**src/rtl/bit_changer_ctrl.sv**
```systemverilog
// bit_changer_ctrl: load/edit/done sequencer driving a bit-changer register; define BIT_CHANGER_BOUNDS_CHECK_EN to reject edits with editIdx >= N
module bit_changer_ctrl #(
  parameter int N = 25
) (
  input  logic                      clk,
  input  logic                      rst,
  input  logic                      start,
  input  logic                      abort,
  input  logic [N-1:0]              wordIn,
  input  logic                      editValid,
  input  logic [$clog2(N)-1:0]      editIdx,
  input  logic                      editVal,
  input  logic                      editLast,
  output logic                      editReady,
  output logic                      ld,
  output logic                      clr,
  output logic                      en,
  output logic [$clog2(N)-1:0]      bitSelect,
  output logic                      bitChange,
  output logic [N-1:0]              dataOut,
  output logic                      busy,
  output logic                      done,
  output logic [$clog2(N):0]        editCount,
  output logic                      err
);
  localparam int Bits = $clog2(N);
  typedef enum logic [1:0] {IDLE, LOAD, EDIT, DONE} state_t;
  state_t         state_q, state_d;
  logic [N-1:0]   word_q, word_d;
  logic [Bits:0]  cnt_q, cnt_d;
  logic           err_q, err_d;
  logic           acc, oob, go;
`ifdef BIT_CHANGER_BOUNDS_CHECK_EN
  assign oob = {1'b0, editIdx} >= (Bits+1)'(N);
`else
  assign oob = 1'b0;
`endif
  assign go = state_q == IDLE && start;
  // state register
  always_ff @(posedge clk or posedge rst)
    if (rst) state_q <= IDLE;
    else     state_q <= state_d;
  // next state: abort returns any active state to IDLE; a last accepted edit finishes the job
  always_comb begin
    state_d = state_q;
    case (state_q)
      IDLE: state_d = start ? LOAD : IDLE;
      LOAD: state_d = abort ? IDLE : EDIT;
      EDIT: state_d = abort ? IDLE : (acc && editLast) ? DONE : EDIT;
      DONE: state_d = IDLE;
      default: state_d = IDLE;
    endcase
  end
  // outputs: abort masks every strobe except clr, so ld/clr/en never coincide
  always_comb begin
    busy      = state_q != IDLE;
    editReady = state_q == EDIT && !abort;
    acc       = editReady && editValid;
    en        = acc && !oob;
    ld        = state_q == LOAD && !abort;
    clr       = busy && abort;
    done      = state_q == DONE && !abort;
    bitSelect = en ? editIdx : '0;
    bitChange = en && editVal;
    dataOut   = word_q;
    editCount = cnt_q;
    err       = err_q;
  end
  // job data: captured word, saturating edit counter, sticky range error
  always_comb begin
    word_d = go ? wordIn : word_q;
    cnt_d  = go ? '0 : (en && cnt_q != '1) ? cnt_q + 1'b1 : cnt_q;
    err_d  = go ? 1'b0 : (acc && oob) ? 1'b1 : err_q;
  end
  // job data registers
  always_ff @(posedge clk or posedge rst)
    if (rst) begin
      word_q <= '0;
      cnt_q  <= '0;
      err_q  <= 1'b0;
    end else begin
      word_q <= word_d;
      cnt_q  <= cnt_d;
      err_q  <= err_d;
    end
endmodule
```
**config.mk**
```make
export PLATFORM = sky130hd
export DESIGN_NAME = bit_changer_ctrl
export DESIGN_NICKNAME = d
export VERILOG_FILES = /design/src/rtl/bit_changer_ctrl.sv
export SDC_FILE = /design/constraint.sdc
export NUM_CORES = 1
export LEC_CHECK = 0
export CAP_MARGIN = 20
export CORE_ASPECT_RATIO = 1.75
export CORE_MARGIN = 8
export CORE_UTILIZATION = 41
export CTS_CLUSTER_SIZE = 8
export DETAILED_ROUTE_END_ITERATION = 10
export GPL_ROUTABILITY_DRIVEN = 0
export PLACE_DENSITY = 0.95
export SETUP_SLACK_MARGIN = 0.3
export SLEW_MARGIN = 20
export SYNTH_ARGS = -nofsm -noshare
export SYNTH_HDL_FRONTEND = slang
export SYNTH_SLANG_ARGS = --single-unit
```
**constraint.sdc**
```tcl
create_clock -name clk -period 3.15 [get_ports clk]
set_clock_uncertainty 0.1 [all_clocks]
set_input_delay 0.63 -clock clk [delete_from_list [all_inputs] [get_ports clk]]
set_output_delay 0.63 -clock clk [all_outputs]
set_load 0.005 [all_outputs]
```
==> results.yml, run 1 <==
power:
  p_seq_share_pct: 41.6
  power_switching_mw: 0.453
  p_leak_nw: 1.15
  clockPowerShare_pct: 20.1
  ir_drop_v: 0.000416
  power_density_nw_per_um2: 634
  switching_share_pct: 30.1
  internal_power_mw: 1.05
  pwr-share-comb_pct: 38.3
  p_total_mw: 1.51
setup_path:
  path_buf_inv: 3
  crit_chain: "clkdlybuf4s50_1, nand4bb_4, inv_4, and2_1, clkdlybuf4s50_1"
  crit_top_cell: "clkdlybuf4s50_1"
  slowest_delay_ns: 0.51
  worst-path-max-fanout: 8
  critPathKind: "in -> out"
  crit_path_end_kind: "primary output"
  slowest_stage: "clkdlybuf4s50_1"
  cp.required_ns: 2.42
  crit_family: "buffers and inverters"
  cp.arrival_ns: 2.01
  critPathLaunchType: "input port"
final_layout:
  seq_area_um2: 826
  design_area_um2: 2380
  drive_above_1_share_pct: 6.53
  area_delta_synth_final_pct: 63.3
  diodes: 0
  n_fill_cell: 268
  multi_input_area_um2: 576
  final_core_util_pct: 69.9
  nNetsFinal: 282
global_routing:
  grt_pass1_wl_um: 6530
  grt-ovfl-total: 0
  grt_pass1_vias: 1402
  grt_max_degree: 34
  antenna_found_initial: 0
  grt_usage_pct: 15.1
die:
  start_util_pct: 42.8
  io_pins: 81
  die_x_um: 61.0
  die_y_um: 94.8
  die-area_um2: 5790
  row_count: 28
  design.core.area_um2: 3400
routing:
  vias: 1372
  drc: 0
  routed_wl_um: 4230
  wl_met2_um: 2210
  routedWlPerCell_um: 14.6
  first_iter_violations: 32
  drt_pre_antenna_iters: 4
  top_layer: "met4"
  drtAntennaViolNets: 0
  wl_met3_um: 442
  vias_per_cell: 4.73
  met1Wirelength_um: 1510
synthesis:
  synth-edff-count: 0
  synthArstFlopShare_pct: 100
  yosysTopAreaCell: "dfrtp_1"
  synthCells: 161
  ys_types: 27
  synth_top_area_share_pct: 56.7
  yosysSeqAreaShare_pct: 56.7
  syn_area_um2: 1460
  yosysMostFrequentCell: "nand2_1"
  yosys-top-cells-area: "dfrtp_1 57%, nand2_1 21%, and2_1 3.0%"
  ys_warn_count: 0
  synth_flop_cell: "dfrtp_1"
  synth-seq-cells: 33
  avgSynthCellArea_um2: 9.04
  synth_commonest_cells: "83 x nand2_1, 33 x dfrtp_1, 7 x and2_1"
  syn_nets: 199
place:
  pre_cts_slack_ns: 0.105
  dpl_cell_area_um2: 2280
  dpl.hpwl_um: 3320
  portBuffers: 79
clock_network:
  clock_path_buffers: 2
  clkTransAtPathRegs_ns: 0.06
  cts_root_buf: "clkbuf_8"
  cts_tree: "yes"
  clk_latency_ns: 0.29
  numClockSinks: 33
  cts.htree.levels: 2
  hold_buffers: 0
  cts_made_buffers: 5
timing:
  finalSetupTns_ns: 0
  rsz0062_at_grt: "false"
  period_needed_ns: 2.74
  period_share_pct: 86.9
  slew_viol_final: 0
  setup_slack_ns: 0.412
  max_freq_mhz: 365
  finalHoldViolations: 0
  setup_viol: 0
flow_run:
  drv_cap: 0
outcome:
  status: "completed"
hold_path:
  worst_hold_path_type: "reg -> reg"
## cell usage in the layout, fill, tap and decap left out, types with 2 or more instances in the layout
cell and instances:
clkdlybuf4s50_1 77, buf_4 4, inv_1 2, dfrtp_1 33, clkbuf_8 5, and2_1 7, mux2i_1 3, nand3_1 2
clkinv_2 2, nor2_1 4, nor3b_1 2, nand2_1 83
## final timing paths
check,endpoint,slack (ns),cells past startpoint,from
max,bitSelect[4],0.41,5,editValid
min,dataOut[6]$_DFFE_PP0P_,0.37,2,dataOut[6]$_DFFE_PP0P_
max reg2reg,editCount[5]$_DFFE_PP0P_,1.36,5,editCount[0]$_DFFE_PP0P_
min reg2reg,dataOut[6]$_DFFE_PP0P_,0.37,2,dataOut[6]$_DFFE_PP0P_
max in group asynchronous,dataOut[15]$_DFFE_PP0P_,2.02,3,rst
min in group asynchronous,dataOut[19]$_DFFE_PP0P_,0.63,3,rst
## worst min-delay path, stage by stage (launching register included)
cell and delay, ns:
dfrtp_1 0.34, nand2_1 0.05, nand2_1 0.06
## through the flow
stage / std cells / hold WS, ns
5_1_grt: 290 / 0.392
3_3_place_gp: 281 / 0.357
2_1_floorplan: 161 / 0.368
6_report: 290 / 0.373
3_5_place_dp: 281 / 0.361
4_1_cts: 290 / 0.377
## power by group through the flow
stage / Sequential, mW / Clock (mW) / Combinational, mW
floorplan: 0.644 / 0 / 0.192
global placement: 0.628 / 0 / 0.566
detailed placement: 0.635 / 0 / 0.588
CTS: 0.627 / 0.310 / 0.592
global route: 0.648 / 0.328 / 0.633
finish: 0.626 / 0.303 / 0.576
## per-layer routing
layer | up-vias | track usage, %
li1 | 664 | -
met1 | 635 | 14.9
met2 | 68 | 26.7
met3 | 5 | 5.72
met4 | 0 | 6.46
met5 | - | 0
## flip-flops by register name, indices dropped and copies added (netlist names)
signal     cells
state_q        2
editCount      6
dataOut       25
## cell type report
| type | instances | area share [%] |
|---|---|---|
| clock buffer | 6 | 3.05 |
| timing repair buffer | 83 | 34.6 |
| sequential | 33 | 34.8 |
| clock inverter | 2 | 0.421 |
| tap | 45 | 2.37 |
| inverter | 3 | 0.579 |
| multi-input combinational | 118 | 24.2 |
## kinds of logic after synthesis
family	synth area share, %
other	0.258
buffers and inverters	3.70
and+or+nand+nor	31.7
muxes	2.06
AOI/OAI and AO/OA	3.44
xor gates and xnor gates	1.20
adders and majority gates	0.860
DFF	56.7
## what timing repair did
item | in CTS | in global routing
resized for setup | 3 | 1
endpoints found under the setup margin | 7 | 1
pin swaps | 1 | 0
buffers inserted | 1 | 0
No activity file was read; power rests on OpenSTA's default activity.
==> run 2, diff against run 1 <==
- CTS_CLUSTER_DIAMETER: default -> 150
==> results of run 2 <==
No change in the layout: final DEF, timing and power equal those of run 1.
==> run 3, diff against run 2 <==
- CTS_CLUSTER_DIAMETER: 150 -> default
==> results of run 3 <==
No change in the layout: final DEF, timing and power equal those of run 1.
==> variant (settings of run 3) <==
Set the parameter `N` to 50 (it was 25).
--- a/src/rtl/bit_changer_ctrl.sv
+++ b/src/rtl/bit_changer_ctrl.sv
@@ -1,6 +1,6 @@
 // bit_changer_ctrl: load/edit/done sequencer driving a bit-changer register; define BIT_CHANGER_BOUNDS_CHECK_EN to reject edits with editIdx >= N
 module bit_changer_ctrl #(
-  parameter int N = 25
+  parameter int N = 50
 ) (
   input  logic                      clk,
   input  logic                      rst,
Interface: changed (5 resized); port bits go from 81 to 134. No check against the original RTL was run, so the function may have changed too.
==> variant against run 3 <==
Core utilization is 0.89 points lower; via count increased by 68%; wire length increased by 85%; area after synthesis increased by 69%; setup slack got worse by 0.053 ns; sequential cell count is 26 higher; total power rose by 88%; non-clock buffer count increased by 53; cell area up 69%; highest routed layer unchanged.
==> variant: results (changes against run 3) <==
met2 Usage GRT - 32.0% (was 26.7%)
hold endpoint - dataOut[25] (was dataOut[6])
CP max FO - 13 (was 8)
status - finished clean (unchanged)
Hold Path Origin - dataOut[25] (was dataOut[6])
clk_lat worst skew - 0.34 ns (was 0.29 ns)
xor/xnor cell area share of the yosys netlist - 0.355% (was 1.20%)
Crit path arrival time - 2.06 ns (was 2.01 ns)
gr usage total - 18.0% (was 15.1%)
leak pwr - 1.94 nW (was 1.15 nW)
Routed met2 length - 4.29 mm (was 2.21 mm)
Post-DP Area - 3820 sq um (was 2280 sq um)
HPWL Detailed - 5.99 mm (was 3.32 mm)
Synth Area in Adders - 0.507% (was 0.860%)
DR iter-0 viols - 122 (was 32)
largest cells by area after synthesis - dfrtp_1 (60%), nand2_1 (24%), buf_6 (3.2%), and2_1 (2.0%), buf_2 (1.0%) (was dfrtp_1 (57%), nand2_1 (21%), and2_1 (3.0%), mux2i_1 (2.1%), nand4bb_4 (1.9%))
met3 routed wirelength - 541 microns (was 442 microns)
Wirelength per Cell - 16.0 microns (was 14.6 microns)
TritonCTS buffer count - 9 (was 5)
max reg flops - 50 (was 25)
Finished Layout Cells - 489 (was 290)
Syn Area/Cell - 9.03 sq um (was 9.04 sq um)
Critical path destination - bitSelect[1] (was bitSelect[4])
nets - 471 (was 282)
global-route wire length before repair - 12.0 mm (was 6.53 mm)
via count - 2311 (was 1372)
routing usage on met1 - 17.0% (was 14.9%)
PortBufs - 132 (was 79)
switching power - 0.851 mW (was 0.453 mW)
variant: cell types whose count changed after synthesis, moves of 2 or more:
| cell | change |
|---|---|
| a21oi_1 | +2 |
| buf_6 | +7 |
| nand2_1 | +73 |
| nand3_2 | +2 |
| a31oi_1 | +3 |
| nand3_1 | +2 |
| dfrtp_1 | +26 |
| buf_4 | -2 |
| mux2i_1 | -3 |
variant: timing repair:
item	4_1_cts	5_1_grt
setup endpoints to repair	8	1
gates resized for setup	4	1
setup buffers	1	0
pin swaps	1	0
variant: final cells by class:
| type | count | area, sq um | area share, % |
|---|---|---|---|
| Tap cell | 78 | 97.6 | 2.42 |
| Timing Repair Buffer | 136 | 1380 | 34.2 |
| Inverter | 3 | 16.3 | 0.404 |
| Sequential cell | 59 | 1480 | 36.7 |
| Clock inverter | 2 | 10.0 | 0.249 |
| Multi-Input combinational cell | 198 | 880 | 21.8 |
| Clock buffer | 13 | 169 | 4.20 |
